===== src/rtl/vi_pkg.sv =====
// Shared types and constants for the vi core front end.
package vi_pkg;

    localparam logic [31:0] RESET_PC  = 32'h0000_1000;
    localparam logic [31:0] NOP_INSTR = 32'h0000_0013;

    typedef struct packed {
        logic [31:0] pc;
        logic [31:0] instr;
    } fetch_entry_t;

    typedef struct packed {
        logic [31:0] pc;
        logic        epoch;
    } fetch_tag_t;

    function automatic logic [31:0] align_word(input logic [31:0] addr);
        return {addr[31:2], 2'b00};
    endfunction

endpackage


===== src/rtl/fetch_stage_if.sv =====
// Instruction-memory request/response channel between fetch and imem.
interface fetch_stage_if;

    logic        imem_req_valid_o;
    logic [31:0] imem_req_addr_o;
    logic        imem_req_ready_i;
    logic        imem_rsp_valid_i;
    logic [31:0] imem_rsp_data_i;

    modport master (
        output imem_req_valid_o,
        output imem_req_addr_o,
        input  imem_req_ready_i,
        input  imem_rsp_valid_i,
        input  imem_rsp_data_i
    );

    modport slave (
        input  imem_req_valid_o,
        input  imem_req_addr_o,
        output imem_req_ready_i,
        output imem_rsp_valid_i,
        output imem_rsp_data_i
    );

endinterface


===== src/rtl/vi_sync_fifo.sv =====
// Small synchronous FIFO with flush; head entry is read straight from storage.
module vi_sync_fifo #(
    parameter int DATA_W = 32,
    parameter int DEPTH  = 2
) (
    input  logic                   clk,
    input  logic                   rst,
    input  logic                   push,
    input  logic [DATA_W-1:0]      push_data,
    input  logic                   pop,
    input  logic                   flush,
    output logic [DATA_W-1:0]      head_data,
    output logic                   full,
    output logic                   empty,
    output logic [$clog2(DEPTH):0] count
);

    localparam int AW = $clog2(DEPTH);
    localparam int CW = AW + 1;

    logic [DATA_W-1:0] mem [DEPTH];
    logic [AW-1:0]     wr_ptr;
    logic [AW-1:0]     rd_ptr;
    logic              do_push;
    logic              do_pop;

    assign empty     = (count == '0);
    assign full      = (count == CW'(DEPTH));
    assign do_pop    = pop & ~empty;
    // A full FIFO may still accept when the head leaves in the same cycle.
    assign do_push   = push & (~full | do_pop);
    assign head_data = mem[rd_ptr];

    always_ff @(posedge clk or posedge rst) begin
        if (rst) begin
            wr_ptr <= '0;
            rd_ptr <= '0;
            count  <= '0;
        end else if (flush) begin
            wr_ptr <= '0;
            rd_ptr <= '0;
            count  <= '0;
        end else begin
            if (do_push) wr_ptr <= wr_ptr + AW'(1);
            if (do_pop)  rd_ptr <= rd_ptr + AW'(1);
            count <= count + CW'(do_push) - CW'(do_pop);
        end
    end

    always_ff @(posedge clk) begin
        if (do_push && !flush) mem[wr_ptr] <= push_data;
    end

endmodule


===== src/rtl/fetch_stage.sv =====
// Fetch front end: PC generation, credit-limited imem requests, epoch-tagged response filtering.
module fetch_stage #(
    parameter logic [31:0] RESET_PC  = 32'h0000_1000,
    parameter int          BUF_DEPTH = 2,
    parameter logic [31:0] NOP_INSTR = 32'h0000_0013
) (
    input  logic          clk_i,
    input  logic          rsn_i,
    input  logic          stall_i,
    input  logic          redirect_i,
    input  logic [31:0]   redirect_pc_i,
    fetch_stage_if.master imem,
    output logic [31:0]   fetch_instruction_o,
    output logic [31:0]   fetch_pc_o,
    output logic          fetch_valid_o
);

    import vi_pkg::fetch_tag_t;
    import vi_pkg::fetch_entry_t;
    import vi_pkg::align_word;

    localparam int CW = $clog2(BUF_DEPTH) + 1;
    localparam int SW = CW + 1;

    logic [31:0]   pc;
    logic          epoch;
    fetch_tag_t    tag_in;
    fetch_tag_t    tag_head;
    fetch_entry_t  entry_in;
    fetch_entry_t  entry_head;
    logic [CW-1:0] tag_count;
    logic [CW-1:0] buf_count;
    logic [SW-1:0] credits_used;
    logic          tag_full;
    logic          tag_empty;
    logic          buf_empty;
    logic          buf_full_unused;
    logic          req_valid;
    logic          accept;
    logic          rsp_keep;
    logic          buf_pop;

    // Every slot in flight or buffered consumes one credit, so the buffer can never overflow.
    assign credits_used = {1'b0, tag_count} + {1'b0, buf_count};
    assign req_valid    = ~rsn_i & ~redirect_i & ~tag_full & (credits_used < SW'(BUF_DEPTH));
    assign accept       = req_valid & imem.imem_req_ready_i;

    assign imem.imem_req_valid_o = req_valid;
    assign imem.imem_req_addr_o  = pc;

    // Responses from a previous epoch, or arriving alongside a redirect, are discarded.
    assign rsp_keep = imem.imem_rsp_valid_i & ~tag_empty & ~redirect_i & (tag_head.epoch == epoch);
    assign buf_pop  = fetch_valid_o & ~stall_i;

    assign tag_in   = '{pc: pc, epoch: epoch};
    assign entry_in = '{pc: tag_head.pc, instr: imem.imem_rsp_data_i};

    assign fetch_valid_o       = ~buf_empty;
    assign fetch_instruction_o = buf_empty ? NOP_INSTR : entry_head.instr;
    assign fetch_pc_o          = buf_empty ? 32'h0 : entry_head.pc;

    always_ff @(posedge clk_i or posedge rsn_i) begin
        if (rsn_i) begin
            pc    <= RESET_PC;
            epoch <= 1'b0;
        end else if (redirect_i) begin
            pc    <= align_word(redirect_pc_i);
            epoch <= ~epoch;
        end else if (accept) begin
            pc    <= pc + 32'd4;
        end
    end

    vi_sync_fifo #(
        .DATA_W ($bits(fetch_tag_t)),
        .DEPTH  (BUF_DEPTH)
    ) u_tag_fifo (
        .clk       (clk_i),
        .rst       (rsn_i),
        .push      (accept),
        .push_data (tag_in),
        .pop       (imem.imem_rsp_valid_i),
        .flush     (1'b0),
        .head_data (tag_head),
        .full      (tag_full),
        .empty     (tag_empty),
        .count     (tag_count)
    );

    vi_sync_fifo #(
        .DATA_W ($bits(fetch_entry_t)),
        .DEPTH  (BUF_DEPTH)
    ) u_instr_buf (
        .clk       (clk_i),
        .rst       (rsn_i),
        .push      (rsp_keep),
        .push_data (entry_in),
        .pop       (buf_pop),
        .flush     (redirect_i),
        .head_data (entry_head),
        .full      (buf_full_unused),
        .empty     (buf_empty),
        .count     (buf_count)
    );

endmodule


===== src/flat_wrapper.sv =====
// flat-port wrapper written by rule: the top's interface ports become plain ports
module fetch_stage_flat import vi_pkg::fetch_tag_t; import vi_pkg::fetch_entry_t; import vi_pkg::align_word;
#(
    parameter logic [31:0] RESET_PC  = 32'h0000_1000,
    parameter int          BUF_DEPTH = 2,
    parameter logic [31:0] NOP_INSTR = 32'h0000_0013
)
  (clk_i, rsn_i, stall_i, redirect_i, redirect_pc_i, fetch_instruction_o, fetch_pc_o, fetch_valid_o, imem_imem_req_valid_o, imem_imem_req_addr_o, imem_imem_req_ready_i, imem_imem_rsp_valid_i, imem_imem_rsp_data_i);
  fetch_stage_if imem_i ();
  input  logic clk_i;
  input  logic rsn_i;
  input  logic stall_i;
  input  logic redirect_i;
  input  logic [31:0] redirect_pc_i;
  output logic [31:0] fetch_instruction_o;
  output logic [31:0] fetch_pc_o;
  output logic fetch_valid_o;
  output wire logic [$bits(imem_i.imem_req_valid_o)-1:0] imem_imem_req_valid_o;
  output wire logic [$bits(imem_i.imem_req_addr_o)-1:0] imem_imem_req_addr_o;
  input wire logic [$bits(imem_i.imem_req_ready_i)-1:0] imem_imem_req_ready_i;
  input wire logic [$bits(imem_i.imem_rsp_valid_i)-1:0] imem_imem_rsp_valid_i;
  input wire logic [$bits(imem_i.imem_rsp_data_i)-1:0] imem_imem_rsp_data_i;
  assign imem_imem_req_valid_o = imem_i.imem_req_valid_o;
  assign imem_imem_req_addr_o = imem_i.imem_req_addr_o;
  assign imem_i.imem_req_ready_i = imem_imem_req_ready_i;
  assign imem_i.imem_rsp_valid_i = imem_imem_rsp_valid_i;
  assign imem_i.imem_rsp_data_i = imem_imem_rsp_data_i;
  fetch_stage #(.RESET_PC(RESET_PC), .BUF_DEPTH(BUF_DEPTH), .NOP_INSTR(NOP_INSTR)) u_core (.clk_i(clk_i), .rsn_i(rsn_i), .stall_i(stall_i), .redirect_i(redirect_i), .redirect_pc_i(redirect_pc_i), .imem(imem_i), .fetch_instruction_o(fetch_instruction_o), .fetch_pc_o(fetch_pc_o), .fetch_valid_o(fetch_valid_o));
endmodule

===== config.mk =====
export PLATFORM = sky130hd
export DESIGN_NAME = fetch_stage_flat
export DESIGN_NICKNAME = d
export VERILOG_FILES = /design/src/rtl/vi_pkg.sv /design/src/rtl/fetch_stage_if.sv /design/src/rtl/vi_sync_fifo.sv /design/src/rtl/fetch_stage.sv /design/src/flat_wrapper.sv
export SDC_FILE = /design/constraint.sdc
export NUM_CORES = 1
export LEC_CHECK = 0
export ABC_AREA = 1
export CORE_MARGIN = 8
export CORE_UTILIZATION = 48
export CTS_BUF_LIST = sky130_fd_sc_hd__clkbuf_8 sky130_fd_sc_hd__clkbuf_16
export DETAILED_ROUTE_END_ITERATION = 6
export HOLD_SLACK_MARGIN = 0.06
export PLACE_DENSITY = 0.86
export REMOVE_ABC_BUFFERS = 1
export SLEW_MARGIN = 5
export SYNTH_ARGS = -nofsm -noshare
export SYNTH_HDL_FRONTEND = slang
export SYNTH_SLANG_ARGS = --single-unit

===== constraint.sdc =====
create_clock -name clk_i -period 4.05 [get_ports clk_i]
set_clock_uncertainty 0.2 [all_clocks]
set_input_delay 1.0125 -clock clk_i [delete_from_list [all_inputs] [get_ports clk_i]]
set_output_delay 1.0125 -clock clk_i [all_outputs]
set_load 0.1 [all_outputs]

# ---- Word-level counts from Yosys, hierarchy flattened
# Memories as Yosys holds them, arrays and structs flattened.
# Index checks and enable logic that the tools add are counted.
dict set report word_totals {
  output_inout_bits 98
  input_bits 70
  word_cells 65
  regBits 41
  n_memories 2
  ram_bits 194
}
dict set report classes {
  n_reduce_logical 7
  n_eq_ne 3
  addsub 10
  n_lt_le_gt_ge 1
  n_bitwise 21
  muxes 13
}
# name words word_bits rd rd_clocked_by_memory_dff write_ports line_no
set mem_list {}
lappend mem_list {u_core.u_instr_buf.mem 2 64 1 0 1 vi_sync_fifo.sv:21} ;# logic [DATA_W-1:0] mem [DEPTH];
lappend mem_list {u_core.u_tag_fifo.mem 2 33 1 0 1 vi_sync_fifo.sv:21}
# operator n
set ops {}
lappend ops {{32-bit 2-to-1 mux} 4}
lappend ops {{32-bit by 3-bit adder with 32-bit output (second input constant)} 1}
lappend ops {{1-bit bitwise AND} 11}
lappend ops {{1-bit 2-to-1 mux} 8}
lappend ops {{1-bit inverter} 8}
lappend ops {{2-bit nonzero test} 3}
lappend ops {{1-bit adder (second input constant)} 4}
lappend ops {{2-bit by 1-bit adder with 2-bit output} 2}
lappend ops {{2-bit == test (second input constant)} 2}
lappend ops {{2-bit logical NOT} 2}
lappend ops {{2-bit by 1-bit subtractor with 2-bit output} 2}
lappend ops {{2-bit by 2-bit adder with 3-bit output} 1}
lappend ops {{3-bit by 2-bit less-than comparator with 1-bit output (second input constant)} 1}
lappend ops {{2-bit 2-to-1 mux} 1}
lappend ops {{1-bit OR} 2}
lappend ops {{1-bit == test} 1}
lappend ops {{1-bit logical AND} 1}
lappend ops {{1-bit logical NOT} 1}

# ---- Depth between registers and ports, before layout
# Gate-level depths: netlist of run 1.
dict set report logic_depth {
  depth_word 9
  depth_mapped 11
  ltp_nobuf 11
}

# ---- Hierarchy
# A second synthesis of run 1 with hierarchy kept.
dict set report unflattened {
  hier_cells 1083
  hier_area_um2 10568.9
}
# mod seq_area_each_um2 instances area_per_inst_um2 cells_each
set by_module_without_submodules {}
lappend by_module_without_submodules {{vi_sync_fifo at u_core.u_instr_buf} 3943.8 1 4956.0 374}
lappend by_module_without_submodules {fetch_stage 777.0 1 2919.0 497}
lappend by_module_without_submodules {{vi_sync_fifo at u_core.u_tag_fifo} 2082.0 1 2693.8 212}

# ---- Worst setup path before layout of run 1
# No wires, ideal clock.
dict set report synth_path {
  kind {input to register}
  start {input imem_imem_rsp_valid_i}
  end {memory u_core.u_instr_buf.mem[0][0] in the netlist's numbering, enable pin}
  arrival_time_ns 4.101
  setup_time_ns 0.482
  path_buffers 0
  required_time_ns 3.368
  path_stages 4
  setup_slack_ns -0.733
  path_cell_list {o21ai_0 -> nor2_1 -> nand4_1 -> nor2_1}
}
dict set report synth_via {
  elab_chain_len 7
}
# element line_no
set synth_lines {}
lappend synth_lines {{start: declaration} flat_wrapper.sv:21} ;# input wire logic [$bits(imem_i.imem_rsp_valid_i)-1:0] imem_imem_rsp_valid_i;
lappend synth_lines {{1-bit bitwise AND (3 in a row)} fetch_stage.sv:52} ;# assign rsp_keep = imem.imem_rsp_valid_i & ~tag_empty & ~redirect_i & (tag_head.epoch == epoch);
lappend synth_lines {{1-bit bitwise AND} vi_sync_fifo.sv:31} ;# assign do_push = push & (~full | do_pop);
lappend synth_lines {{1-bit logical AND} vi_sync_fifo.sv:51} ;# if (do_push && !flush) mem[wr_ptr] <= push_data;
lappend synth_lines {{1-bit 2-to-1 mux} vi_sync_fifo.sv:51}
lappend synth_lines {{1-bit 2-to-1 mux (implied by the code)} vi_sync_fifo.sv:51}
lappend synth_lines {{end: declaration} vi_sync_fifo.sv:21}
# Every way passes these cells.

# ---- Worst setup path in the final report of run 1
dict set report layout_path {
  start {register u_core.u_instr_buf.rd_ptr}
  end {output fetch_instruction_o[5]}
}
dict set report layout_via {
  elab_chain_len 2
}
# element line_no
set layout_lines {}
lappend layout_lines {{start: declaration} vi_sync_fifo.sv:23} ;# logic [AW-1:0] rd_ptr;
lappend layout_lines {{start signal: assignment} vi_sync_fifo.sv:45} ;# if (do_pop) rd_ptr <= rd_ptr + AW'(1);
lappend layout_lines {{memory 2 x 64 bit} --}
lappend layout_lines {{32-bit 2-to-1 mux} fetch_stage.sv:59} ;# assign fetch_instruction_o = buf_empty ? NOP_INSTR : entry_head.instr;
lappend layout_lines {{end: declaration} flat_wrapper.sv:15} ;# output logic [31:0] fetch_instruction_o;
# Every way passes these cells.

==> results.txt, run 1 <==
The number of setup buffers added after CTS is 0. Summed over all nets, the half-perimeter wirelength after detailed placement is 15,720 um. The slew at the pin closest to its max-slew limit was 0.9703 ns; the layout cell share with drive strength beyond 1 was 15.77%.

The type of element launching the critical path was a register. The combined area of the multi-input logic cells is 2674 um2, and the number of max-cap violations is 0. The required time of the critical path was 2.84 ns; the total instance count after detailed placement was 1,327. The number of top-level pins is 168, and the share of synthesized area occupied by flip-flops and latches is 68.19%.

The tools report the max-slew violation count as 0. TritonCTS built the clock tree. In this run the worst path has a maximum fanout of 39. The sequential cells in the finished layout cover a total of 6564 um2.

The tools report the total congestion overflow after global routing as 0. For this block, the via count after detailed routing is 6,965. The top cell types in the final layout, fill and taps aside, are 361 x sky130_fd_sc_hd__nand2_1, 186 x sky130_fd_sc_hd__edfxtp_1, 68 x sky130_fd_sc_hd__buf_12, 67 x sky130_fd_sc_hd__clkdlybuf4s50_1, 62 x sky130_fd_sc_hd__a21oi_1. In this run the most critical hold path is launched from u_core.u_tag_fifo.mem[0][20]. Once the floorplan was initialized, standard cells occupied 48.18% of the core. Fill cells in the final layout number 1,395.

For the wire length of the first global-routing pass, the log shows 35,820 um. The flow ran to the end, and the final reports show no timing, DRC or antenna violations. Counting both buffers and inverters, the worst setup path holds a total of 3. The run gives 7,076 as the via count of the first global-routing pass. The number of antenna violations at the first check in global routing is 0. On the worst path, the slowest cell contributes a delay of 0.49 ns.

Gates resized during post-CTS repair numbered 0. Summed over all failing endpoints, the final setup total negative slack is 0 ns. The die area came out at 24,840 um2.

After detailed routing, the total wire length is 23,110 um. For this run, the total global-route usage over all layers was measured as 18.26%. In this design, the largest share of critical-path delay is due to buffers and inverters.

The die width came out at 157.6 um. The number of port buffers came out at 161. The layout net count was 1,156. In this run the mean area of a mapped cell was 10.52 um2.

The vertical die dimension was 157.6 um. After synthesis the netlist holds a flip-flop and latch count of 225. After technology mapping, the gate count stands at 915.

Yosys printed 0 warnings. Using the TritonRoute via totals, the vias-per-cell ratio works out to 5.095. In this run the worst hold path is classified as register to register. Row generation in the floorplan step produced 52 rows. Setup violations remaining at the end of the flow were counted as 0.

After layout, the minimum clock period comes to 3.587 ns. The power density over the cells was 788.4 nW/um2. The reported leakage power was 5.102 nW; the data arrival time at the worst-slack endpoint was 2.37 ns. Entering global routing, the biggest net connects 65 pins. The classification of the worst setup path is register to output pin. The tools report the number of hold buffers added after cts as 0. The worst setup path is captured at an output pin.

The tools report the CTS H-tree depth as 1. VDD sags by at most 0.0002870 V. The wire length per cell after detailed routing works out to 16.91 um. The run gives 1,367 as the number of non-filler instances in the completed layout. The synthesized netlist occupies a cell area of 9624 um2. The design draws 10.19 mW.

The clock passes through at most 3 buffers. The most common cell after layout, fill and taps aside was sky130_fd_sc_hd__nand2_1. For this design, the slowest cell found on the critical path is sky130_fd_sc_hd__inv_2.

The CTS clock-pin slew for the worst setup and hold paths was 0.06 ns; the maximum achievable frequency was 278.8 MHz. The run gives 22 as the number of buffers created by CTS. The number of antenna diodes in the final layout is 0. In this run the remaining antenna-violating nets after routing total 0. The worst path uses 88.58% of the clock period. The number of detailed-routing iterations run before antenna repair is 5. Growth of design area from synthesis to finish: 34.35%. The root buffer cell is sky130_fd_sc_hd__clkbuf_16. The tools report the start of the worst register-to-register path as u_core.u_instr_buf.count[0]. The most critical setup path has its startpoint at u_core.u_instr_buf.rd_ptr. The number of hold violations in the final report was 0; the count of cell types in the netlist was 35. The tools report the total core area as 19,970 um2. Headroom to the max-slew limit came out at 35.24%. Setup repair after global routing left no endpoint under its margin. For this block, the initial DRC count from the detailed router was 502. The CTS sink count is 225. The tools report the post-route DRC violation count as 0. The later pin in the worst-skew pair is clocked with a latency of 0.49 ns.

The global placer's final weighted congestion was 0.8585. Walking the worst path, the cells encountered are inv_2, buf_4, nand2_1, a21oi_1, buf_12.
## registers in the layout, summed over array words and instances, names as in the netlist
register,count
u_core.u_tag_fifo.rd_ptr,1
u_core.u_instr_buf.mem,124
u_core.u_instr_buf.wr_ptr,1
u_core.u_tag_fifo.wr_ptr,1
u_core.u_instr_buf.rd_ptr,1
u_core.u_tag_fifo.count,2
u_core.u_instr_buf.count,2
u_core.epoch,1
u_core.imem.imem_req_addr_o,30
u_core.u_tag_fifo.mem,62
## metal layers
metal	GRT usage (%)	vias to the layer above	part of all wire (%)
li1	-	3360	-
met1	21.03	3271	38
met2	32.12	269	51
met3	3.849	65	7.3
met4	8.432	0	4.2
met5	0	-	0
## worst register-to-register path: stages, from the launching register on
cell,delay (ns)
sky130_fd_sc_hd__dfrtp_1,0.43
sky130_fd_sc_hd__nand2_1,0.09
sky130_fd_sc_hd__inv_1,0.05
sky130_fd_sc_hd__fa_1,0.49
sky130_fd_sc_hd__nor2_1,0.09
sky130_fd_sc_hd__nand4_4,0.18
sky130_fd_sc_hd__clkinv_1,0.68
sky130_fd_sc_hd__o211ai_1,0.38
sky130_fd_sc_hd__nand3_1,0.10
## synth_stat cells
library cell               instances  share of area (%)
sky130_fd_sc_hd__a21oi_1          62                3.2
sky130_fd_sc_hd__and2_0            1              0.065
sky130_fd_sc_hd__buf_2             6               0.31
sky130_fd_sc_hd__buf_4             6               0.47
sky130_fd_sc_hd__buf_6             3               0.35
sky130_fd_sc_hd__clkbuf_1         22               0.86
sky130_fd_sc_hd__clkinv_1          1              0.039
sky130_fd_sc_hd__conb_1            1              0.039
sky130_fd_sc_hd__dfrtp_1          38                9.9
sky130_fd_sc_hd__dfstp_2           1               0.27
sky130_fd_sc_hd__edfxtp_1        186                 58
sky130_fd_sc_hd__fa_1              1               0.21
sky130_fd_sc_hd__ha_1              4               0.52
sky130_fd_sc_hd__inv_1            59                2.3
sky130_fd_sc_hd__inv_2             1              0.039
sky130_fd_sc_hd__inv_4             1              0.065
sky130_fd_sc_hd__nand2_1         361                 14
sky130_fd_sc_hd__nand2_2           3               0.20
sky130_fd_sc_hd__nand2_4           1               0.12
sky130_fd_sc_hd__nand3_1          42                2.2
sky130_fd_sc_hd__nand3b_1          1              0.078
sky130_fd_sc_hd__nand4_1           2               0.13
sky130_fd_sc_hd__nand4_4           1               0.22
sky130_fd_sc_hd__nor2_1           52                2.0
sky130_fd_sc_hd__nor2_2            4               0.26
sky130_fd_sc_hd__nor2_4            5               0.58
sky130_fd_sc_hd__nor3_1            3               0.16
sky130_fd_sc_hd__nor3_2            1               0.10
sky130_fd_sc_hd__o211ai_1          7               0.55
sky130_fd_sc_hd__o21ai_0          21                1.1
sky130_fd_sc_hd__o21ai_1           1              0.052
sky130_fd_sc_hd__o21bai_1          2               0.16
sky130_fd_sc_hd__or2_2             1              0.065
sky130_fd_sc_hd__xnor2_1           7               0.64
sky130_fd_sc_hd__xor2_1            7               0.64
## stage by stage
step	cell area (um2)	utilization, %	setup WS (ns)	hold slack [ns]
after floorplan	9444	-	-1.754	0.2843
after global placement	12150	60.83	0.7172	0.3080
after detailed placement	12150	60.83	0.6442	0.3146
after CTS	12930	64.73	0.4232	0.3421
after global routing	12930	64.73	0.2592	0.3663
final	12930	64.73	0.4627	0.3426
## power breakdown
part | switching [mW] | total, mW | internal [mW] | leakage [nW]
clock network | 0.855 | 2.15 | 1.30 | 0.380
logic | 3.49 | 4.89 | 1.40 | 2.56
registers | 0.221 | 3.15 | 2.93 | 2.16
total | 4.57 | 10.2 | 5.62 | 5.10
## final timing paths
kind	endpoint	slack (ns)	depth (start not counted)
hold reg to reg	u_core.u_instr_buf.mem[1][51]	0.34	2
setup / recovery	fetch_instruction_o[5]	0.46	5
setup reg to reg	u_core.imem.imem_req_addr_o[11]	1.22	8
hold / removal	u_core.u_instr_buf.mem[1][51]	0.34	2
max in group asynchronous	u_core.imem.imem_req_addr_o[12]	1.96	3
min in group asynchronous	u_core.u_tag_fifo.count[0]	0.94	2
## area by class of cell
type,instances,share of cell area [%]
Timing Repair Buffer,176,18.10
Inverter,62,1.819
Clock buffer,23,4.451
Tap cell,270,2.613
Sequential cell,225,50.76
Clock inverter,17,1.577
Multi-Input combinational cell,594,20.68
## cells by family after synthesis
kind of cell	share of synthesized area, %
flops	68.19
other cells	0.03896
compound gates	5.070
simple gates	20.27
xor+xnor	1.274
fa+ha+maj	0.7281
buf+inv	4.433
(Power assumes the default switching activity.)
==> run 2: changes to the inputs <==
CTS_CLUSTER_DIAMETER = 80   (was default)
==> results of run 2 <==
No change in the layout: final DEF, timing and power equal those of run 1.
